===== src/rtl/exe_div_unit_pkg.sv =====
// Shared definitions for the EXE-stage divide/remainder unit.
// Holds the data width, iteration count, div_op encodings, FSM state
// encoding and the conditional-negate helper used when applying signs.
package exe_div_unit_pkg;

  localparam int XLEN     = 32;
  localparam int DIV_ITER = 32;
  localparam int CNT_W    = $clog2(DIV_ITER);

  typedef enum logic [1:0] {
    OP_DIV  = 2'b00,
    OP_DIVU = 2'b01,
    OP_REM  = 2'b10,
    OP_REMU = 2'b11
  } div_op_e;

  typedef enum logic [1:0] {
    ST_IDLE = 2'b00,
    ST_CALC = 2'b01,
    ST_FIX  = 2'b10,
    ST_DONE = 2'b11
  } div_state_e;

  // Two's-complement negate when neg is set, pass-through otherwise.
  function automatic logic [XLEN-1:0] cond_neg(input logic [XLEN-1:0] v,
                                               input logic            neg);
    return neg ? (~v + XLEN'(1)) : v;
  endfunction

endpackage


===== src/rtl/exe_div_unit_step.sv =====
// div_iter_step: one restoring shift/subtract step on unsigned magnitudes.
// Ports:
//   rem_i  partial remainder (XLEN+1 bits)
//   quo_i  quotient bits; the MSB is the next dividend bit to shift in
//   dvs_i  divisor magnitude
//   rem_o  next partial remainder
//   quo_o  next quotient bits (new quotient bit enters at the LSB)
module div_iter_step
  import exe_div_unit_pkg::*;
(
  input  logic [XLEN:0]   rem_i,
  input  logic [XLEN-1:0] quo_i,
  input  logic [XLEN-1:0] dvs_i,
  output logic [XLEN:0]   rem_o,
  output logic [XLEN-1:0] quo_o
);

  logic [XLEN+1:0] rem_sh;
  logic            ge;

  always_comb begin
    rem_sh = {rem_i, quo_i[XLEN-1]};
    ge     = (rem_sh >= {2'b00, dvs_i});
    if (ge) begin
      // The remainder stays below the divisor, so the difference fits in XLEN+1 bits.
      rem_o = (XLEN+1)'(rem_sh - {2'b00, dvs_i});
      quo_o = {quo_i[XLEN-2:0], 1'b1};
    end else begin
      rem_o = rem_sh[XLEN:0];
      quo_o = {quo_i[XLEN-2:0], 1'b0};
    end
  end

endmodule


===== src/rtl/exe_div_unit.sv =====
// exe_div_unit: multi-cycle DIV/DIVU/REM/REMU unit for the EXE stage.
// Ports:
//   clk, rst_n        clock, synchronous active-low reset
//   start_EXE         divide instruction present in EXE (held while stalled)
//   div_op            00 DIV, 01 DIVU, 10 REM, 11 REMU
//   rs1_data/rs2_data dividend / divisor
//   flush_EXE         abort any in-flight operation
//   stall_req         freeze request to the hazard unit
//   busy              FSM is not IDLE
//   done              one-cycle result-valid pulse
//   result            registered quotient or remainder
module exe_div_unit
  import exe_div_unit_pkg::*;
(
  input  logic            clk,
  input  logic            rst_n,
  input  logic            start_EXE,
  input  logic [1:0]      div_op,
  input  logic [XLEN-1:0] rs1_data,
  input  logic [XLEN-1:0] rs2_data,
  input  logic            flush_EXE,
  output logic            stall_req,
  output logic            busy,
  output logic            done,
  output logic [XLEN-1:0] result
);

  div_state_e      state_q, state_d;
  logic [CNT_W-1:0] cnt_q, cnt_d;
  logic [XLEN-1:0] result_q, result_d;

  logic [XLEN:0]   rem_q, rem_d;
  logic [XLEN-1:0] quo_q, quo_d;
  logic [XLEN-1:0] dvs_q, dvs_d;
  logic            is_rem_q, is_rem_d;
  logic            q_neg_q, q_neg_d;
  logic            r_neg_q, r_neg_d;

  logic [XLEN:0]   step_rem;
  logic [XLEN-1:0] step_quo;

  logic            op_signed, a_neg, b_neg, div_zero, sgn_ovf;

  div_iter_step u_step (
    .rem_i (rem_q),
    .quo_i (quo_q),
    .dvs_i (dvs_q),
    .rem_o (step_rem),
    .quo_o (step_quo)
  );

  always_comb begin
    state_d  = state_q;
    cnt_d    = cnt_q;
    result_d = result_q;
    rem_d    = rem_q;
    quo_d    = quo_q;
    dvs_d    = dvs_q;
    is_rem_d = is_rem_q;
    q_neg_d  = q_neg_q;
    r_neg_d  = r_neg_q;

    op_signed = (div_op == OP_DIV) || (div_op == OP_REM);
    a_neg     = op_signed & rs1_data[XLEN-1];
    b_neg     = op_signed & rs2_data[XLEN-1];
    div_zero  = (rs2_data == '0);
    sgn_ovf   = op_signed && (rs1_data == {1'b1, {(XLEN-1){1'b0}}})
                          && (rs2_data == '1);

    case (state_q)
      ST_IDLE: begin
        if (start_EXE) begin
          is_rem_d = div_op[1];
          q_neg_d  = a_neg ^ b_neg;
          r_neg_d  = a_neg;
          rem_d    = '0;
          quo_d    = cond_neg(rs1_data, a_neg);
          dvs_d    = cond_neg(rs2_data, b_neg);
          cnt_d    = '0;
          // Special cases resolve at capture and skip the iteration loop.
          if (div_zero) begin
            result_d = div_op[1] ? rs1_data : '1;
            state_d  = ST_DONE;
          end else if (sgn_ovf) begin
            result_d = div_op[1] ? '0 : {1'b1, {(XLEN-1){1'b0}}};
            state_d  = ST_DONE;
          end else begin
            state_d  = ST_CALC;
          end
        end
      end
      ST_CALC: begin
        rem_d = step_rem;
        quo_d = step_quo;
        cnt_d = cnt_q + CNT_W'(1);
        if (cnt_q == CNT_W'(DIV_ITER - 1)) state_d = ST_FIX;
      end
      ST_FIX: begin
        result_d = is_rem_q ? cond_neg(rem_q[XLEN-1:0], r_neg_q)
                            : cond_neg(quo_q, q_neg_q);
        state_d  = ST_DONE;
      end
      ST_DONE: begin
        state_d = ST_IDLE;
      end
      default: state_d = ST_IDLE;
    endcase

    // Flush wins over everything, including a capture in IDLE.
    if (flush_EXE) begin
      state_d  = ST_IDLE;
      result_d = result_q;
    end
  end

  always_ff @(posedge clk) begin
    if (!rst_n) begin
      state_q  <= ST_IDLE;
      cnt_q    <= '0;
      result_q <= '0;
    end else begin
      state_q  <= state_d;
      cnt_q    <= cnt_d;
      result_q <= result_d;
    end
  end

  // Datapath registers carry no reset; they are always loaded at capture.
  always_ff @(posedge clk) begin
    rem_q    <= rem_d;
    quo_q    <= quo_d;
    dvs_q    <= dvs_d;
    is_rem_q <= is_rem_d;
    q_neg_q  <= q_neg_d;
    r_neg_q  <= r_neg_d;
  end

  assign stall_req = rst_n & ~flush_EXE &
                     (((state_q == ST_IDLE) & start_EXE) |
                      (state_q == ST_CALC) | (state_q == ST_FIX));
  assign busy      = rst_n & (state_q != ST_IDLE);
  assign done      = rst_n & (state_q == ST_DONE);
  assign result    = result_q;

endmodule


===== config.mk =====
export PLATFORM = sky130hd
export DESIGN_NAME = exe_div_unit
export DESIGN_NICKNAME = d
export VERILOG_FILES = /design/src/rtl/exe_div_unit_pkg.sv /design/src/rtl/exe_div_unit_step.sv /design/src/rtl/exe_div_unit.sv
export SDC_FILE = /design/constraint.sdc
export NUM_CORES = 1
export LEC_CHECK = 0
export ABC_AREA = 1
export CAP_MARGIN = 0
export CORE_UTILIZATION = 41
export CTS_BUF_LIST = sky130_fd_sc_hd__clkbuf_16
export DETAILED_ROUTE_END_ITERATION = 16
export PLACE_DENSITY = 0.6
export SLEW_MARGIN = 20
export SYNTH_ARGS = -nofsm -noshare
export SYNTH_HDL_FRONTEND = slang
export SYNTH_SLANG_ARGS = --single-unit

===== constraint.sdc =====
create_clock -name clk -period 12 [get_ports clk]
set_input_delay 2.4 -clock clk [delete_from_list [all_inputs] [get_ports clk]]
set_output_delay 2.4 -clock clk [all_outputs]
set_load 0.005 [all_outputs]

# After elaboration in Yosys (flattened, before gate mapping)
# Cells that the tools add are included.
# classes
mux	24
reduce_logical	14
magnitude_cmp	1
bitwise	16
eq_ne	10
n_addsub	6
# ops
operator	n
$mux 32	11
$add 32x1->32 const B	4
$not 32->32	4
$pmux 32 s2	2
$mux 33	2
$pmux 33 s2	1
$eq 32x32->1 const B	2
$ge 34x32->1	1
$sub 33x32->33	1
$logic_not 32->1	1
$pmux 5 s2	1
$mux 2	4
$pmux 2 s4	1
$and 1x1->1	7
$eq 2x2->1 const B	3
$reduce_and 2->1	3
$reduce_bool 2->1	3
$add 5x1->5 const B	1
$eq 5x5->1 const B	1
$mux 5	1
$logic_not 2->1	2
$ne 2x2->1 const B	2
$reduce_and 4->1	1
$ne 3x3->1 const B	1
other kinds (8)	11
# totals
reg_bits	139
output_inout_bits	35
input_bits	70

# Logic depth before layout (Yosys ltp)
# depth
ltp_word	8
mapped_depth	18
depth_no_buf	17

# Modules after synthesis
# Synthesis repeated with hierarchy kept, for this count alone.
# unflattened
cells_unflattened	2176
hier_area_um2	13218.9
# by_module_without_submodules
module	cells_per_inst	instances	area_each_um2
exe_div_unit	1447	1	9699.3
div_iter_step	729	1	3519.6

# Least setup slack after synthesis
# OpenSTA, ideal clock, no wires.
# synth_timing
path_type	input -> register
start	input port start_EXE
end	register cnt_q[3]
arrival_time_ns	5.348
path_slack_ns	6.523
setup_ns	0.129
t_required_ns	11.871
path_stages	5
cell_sequence	nand2_1 -> o21ai_1 -> inv_1 -> nor4_1 -> nor3_1
# synth_via
elab_chain_cells	2
# synth_rtl
element	line	rtl
start, declared	exe_div_unit.sv:17	input logic start_EXE,
$ne 2x2->1 (no source line)	--	
$reduce_and 2->1 (no source line)	--	
end signal, assigned	exe_div_unit.sv:123	cnt_q <= cnt_d;
end, declared	exe_div_unit.sv:29	logic [CNT_W-1:0] cnt_q, cnt_d;
# No other way between the ends.
# A chain may end at the register's enable or synchronous reset.

# Final worst setup path
# layout_timing
start	input port rst_n
end	output port busy
# layout_via
elab_chain_cells	1
# layout_rtl
element	line	rtl
start, declared	exe_div_unit.sv:16	input logic rst_n,
$and 1x1->1	exe_div_unit.sv:141	assign busy = rst_n & (state_q != ST_IDLE);
end, declared	exe_div_unit.sv:23	output logic busy,
# No other way between the ends.

==> impl_metrics.py <==
metrics = {
    "drt": {
        "drc_errors": 0,
        "drt_iter0_drc": 1174,
        "viasPerCell": 5.471,
        "ant_nets": 0,
        "vias": 12610,
        "wl_per_cell_um": 17.43,
        "routed_wl_um": 40160,
        "dr.pass1.iters": 7,
    },
    "setup_path": {
        "crit_required_ns": 9.60,
        "worstPathArrival_ns": 4.90,
        "worst_setup_path_end_kind": "output pin",
        "path_common_cell": "clkdlybuf4s50_1",
        "critPathKind": "in -> out",
        "crit_buf_inv": 3,
        "worst_path_dominant_cell_family": "buffers and inverters",
        "cp_cell_sequence": "clkdlybuf4s50_1, clkinv_1, nor2_1, clkdlybuf4s50_1",
        "critPathSlowestCell": "clkdlybuf4s50_1",
        "crit_path_max_incr_delay_ns": 0.89,
        "worst-path-max-fanout": 21,
        "critPathLaunchType": "primary input",
    },
    "clock_network": {
        "clock_latency_ns": 0.43,
        "cts_hold_buf": 0,
        "htree_levels": 4,
        "path_clk_slew_ns": 0.07,
        "clockBufferDepth": 2,
        "clock-sinks": 139,
        "postCtsSetupBuffers": 0,
        "tritoncts": "yes",
        "ctsResizeCount": 0,
        "cts-buffers-inserted": 17,
        "cts_root_buf": "clkbuf_16",
    },
    "placed_design": {
        "hpwl_um": 31070,
        "dp.cells": 2271,
        "gp_congestion": 0.9631,
        "post_dp_cell_area_um2": 13210,
        "post-place-ws_ns": 4.784,
        "portBuffers": 104,
    },
    "die": {
        "die_h_um": 172.1,
        "fp.dieW_um": 172.1,
        "rows": 61,
        "start_util_pct": 42.24,
        "die-area_um2": 29620,
        "fp.coreArea_um2": 28090,
        "pin_count": 105,
    },
    "layout": {
        "fin_nets": 2026,
        "nFillCells": 3010,
        "multi_input_area_um2": 7111,
        "instances_no_fill": 2304,
        "final_area_um2": 13790,
        "drive_above_1_share_pct": 3.221,
        "ff_latch_area_um2": 3784,
        "area_growth_pct": 16.23,
    },
    "synth": {
        "synthAdderAreaFrac_pct": 4.704,
        "async_reset_ff_share_pct": 0,
        "synth_area_leader_cell": "edfxtp_1",
        "synth_area_um2": 11860,
        "synth_xor_area_share_pct": 3.913,
        "yosysMostFrequentCell": "nand2_1",
        "netlist_top_cells_area": "edfxtp_1 (25%), nand2_1 (15%), nor2_1 (8.2%)",
        "yosysSeqAreaShare_pct": 31.90,
        "synth_top_area_share_pct": 25.31,
        "ys_seq_elements": 139,
        "syn_inst": 1834,
        "ys_warn_count": 0,
        "synth_nets": 1948,
        "synthDistinctLibCells": 49,
        "synth_commonest_cells": "nand2_1 (485), nor2_1 (260), inv_1 (190)",
        "synth-compound-area-share_pct": 14.94,
        "synth_top_family_by_area": "simple AND/OR/NAND/NOR gates",
        "synth_flop_cell": "edfxtp_1",
        "synth_edf_count": 100,
        "synthSimpleGateAreaFrac_pct": 36.27,
        "synthMuxAreaShare_pct": 0,
        "syn_area_per_cell_um2": 6.468,
    },
    "timing": {
        "rsz0062_at_grt": "false",
        "tightest_slew_ns": 1.050,
        "report.final.slew_viol_count": 0,
        "finClkSkew_ns": 0.01827,
        "setup_viol": 0,
        "period_share_pct": 60.87,
        "timing.fmax_mhz": 136.9,
        "holdWs_ns": 0.4645,
        "final.setup.tns_ns": 0,
        "maxSlewHeadroom_pct": 29.98,
        "finalHoldViolCount": 0,
        "finalCriticalPeriod_ns": 7.304,
        "finalWorstSetupSlack_ns": 4.696,
    },
    "grt": {
        "grt_max_degree": 70,
        "grt_pass1_wl_um": 62710,
        "gr-total-overflow": 0,
        "grt_use_met1_pct": 39.51,
        "top_usage_layer": "met2",
        "antenna_found_initial": 2,
        "grt_pass1_vias": 11400,
        "grt_util_all_layers_pct": 27.89,
        "grt.met3_usage_pct": 6.203,
        "met2_usage_pct": 41.99,
    },
    "outcome": {
        "status": "finished, final reports clean",
    },
    "pwr": {
        "vdd_ir_drop_max_mv": 0.08277,
        "pwr_density_cell_nw_per_um2": 114.2,
        "p_leak_uw": 0.005957,
    },
    "flow_run": {
        "cap_violations": 0,
    },
    "min_path": {
        "hold_class": "reg -> reg",
    },
}
-- sequential cells by signal (all words and copies together) (netlist names) --
name	flops
cnt_q	5
dvs_q	32
is_rem_q	1
q_neg_q	1
quo_q	32
r_neg_q	1
rem_q	33
result	32
state_q	2
-- path summary, 6_finish.rpt --
kind	startpoint	end	slack (ns)	cells past startpoint
worst max-delay path	rst_n	busy	4.70	4
worst min-delay path	result[25]$_SDFFE_PN0P_	result[25]$_SDFFE_PN0P_	0.46	2
worst max register to register	quo_q[31]$_DFFE_PP_	rem_q[0]$_SDFFCE_PN0P_	8.32	17
worst min register to register	result[25]$_SDFFE_PN0P_	result[25]$_SDFFE_PN0P_	0.46	2
-- cells by family (layout without fill, tap and decap cells) --
logic type               Yosys count  after routing
AND/OR/NAND/NOR                 1012           1012
AO/OA/AOI/OAI                    338            338
buffers and inverters            248            339
flip-flops                       139            139
XOR/XNOR                          53             53
adder cells (fa/ha/maj)           44             44
other                              0              1
-- worst min-delay path: stages, from the launching register on --
cell and delay [ns]:
dfxtp_1 0.31, nand2_1 0.06, a21oi_1 0.05
-- per-layer routing --
| metal | wire length (um) | vias to the layer above |
|---|---|---|
| met3 | 3429 | 57 |
| met1 | 18680 | 5760 |
| met4 | 971 | 2 |
| met2 | 17070 | 514 |
| li1 | - | 6272 |
| met5 | 10 | - |
-- power by group --
group          internal [uW]  switching, uW
combinational            148            293
sequential               564           40.0
clock                    278            252
total                    990            585
-- through the flow --
step	utilization [%]	power, uW
2_1_floorplan	-	899.8
3_3_place_gp	47.03	1045
3_5_place_dp	47.03	1048
4_1_cts	49.08	1576
5_1_grt	49.08	1659
6_report	49.09	1575
-- cells in the final DEF, fill, tap and decap left out, drive strengths merged, types with 6 or more instances in the layout --
cell           synthesis  layout
nand2                488     488
nor2                 266     266
inv                  191     202
o21ai                167     167
nand3                165     165
a21oi                138     138
clkdlybuf4s50          0     104
edfxtp               100     100
xor2                  46      46
ha                    43      43
dfxtp                 39      39
nor3                  35      35
nand4                 32      32
clkbuf                38      17
nand3b                14      14
buf                   17      10
o211ai                 8       8
xnor2                  7       7
clkinv                 2       6
-- cell type report --
| class | instances | share of cell area [%] |
|---|---|---|
| sequential | 139 | 27.44 |
| tap | 378 | 3.430 |
| clock inverter | 15 | 1.098 |
| timing repair buffer | 114 | 8.094 |
| antenna | 1 | 0.01815 |
| inverter | 193 | 5.263 |
| multi-input combinational | 1447 | 51.57 |
| clock buffer | 17 | 3.085 |
(Power assumes the default switching activity.)
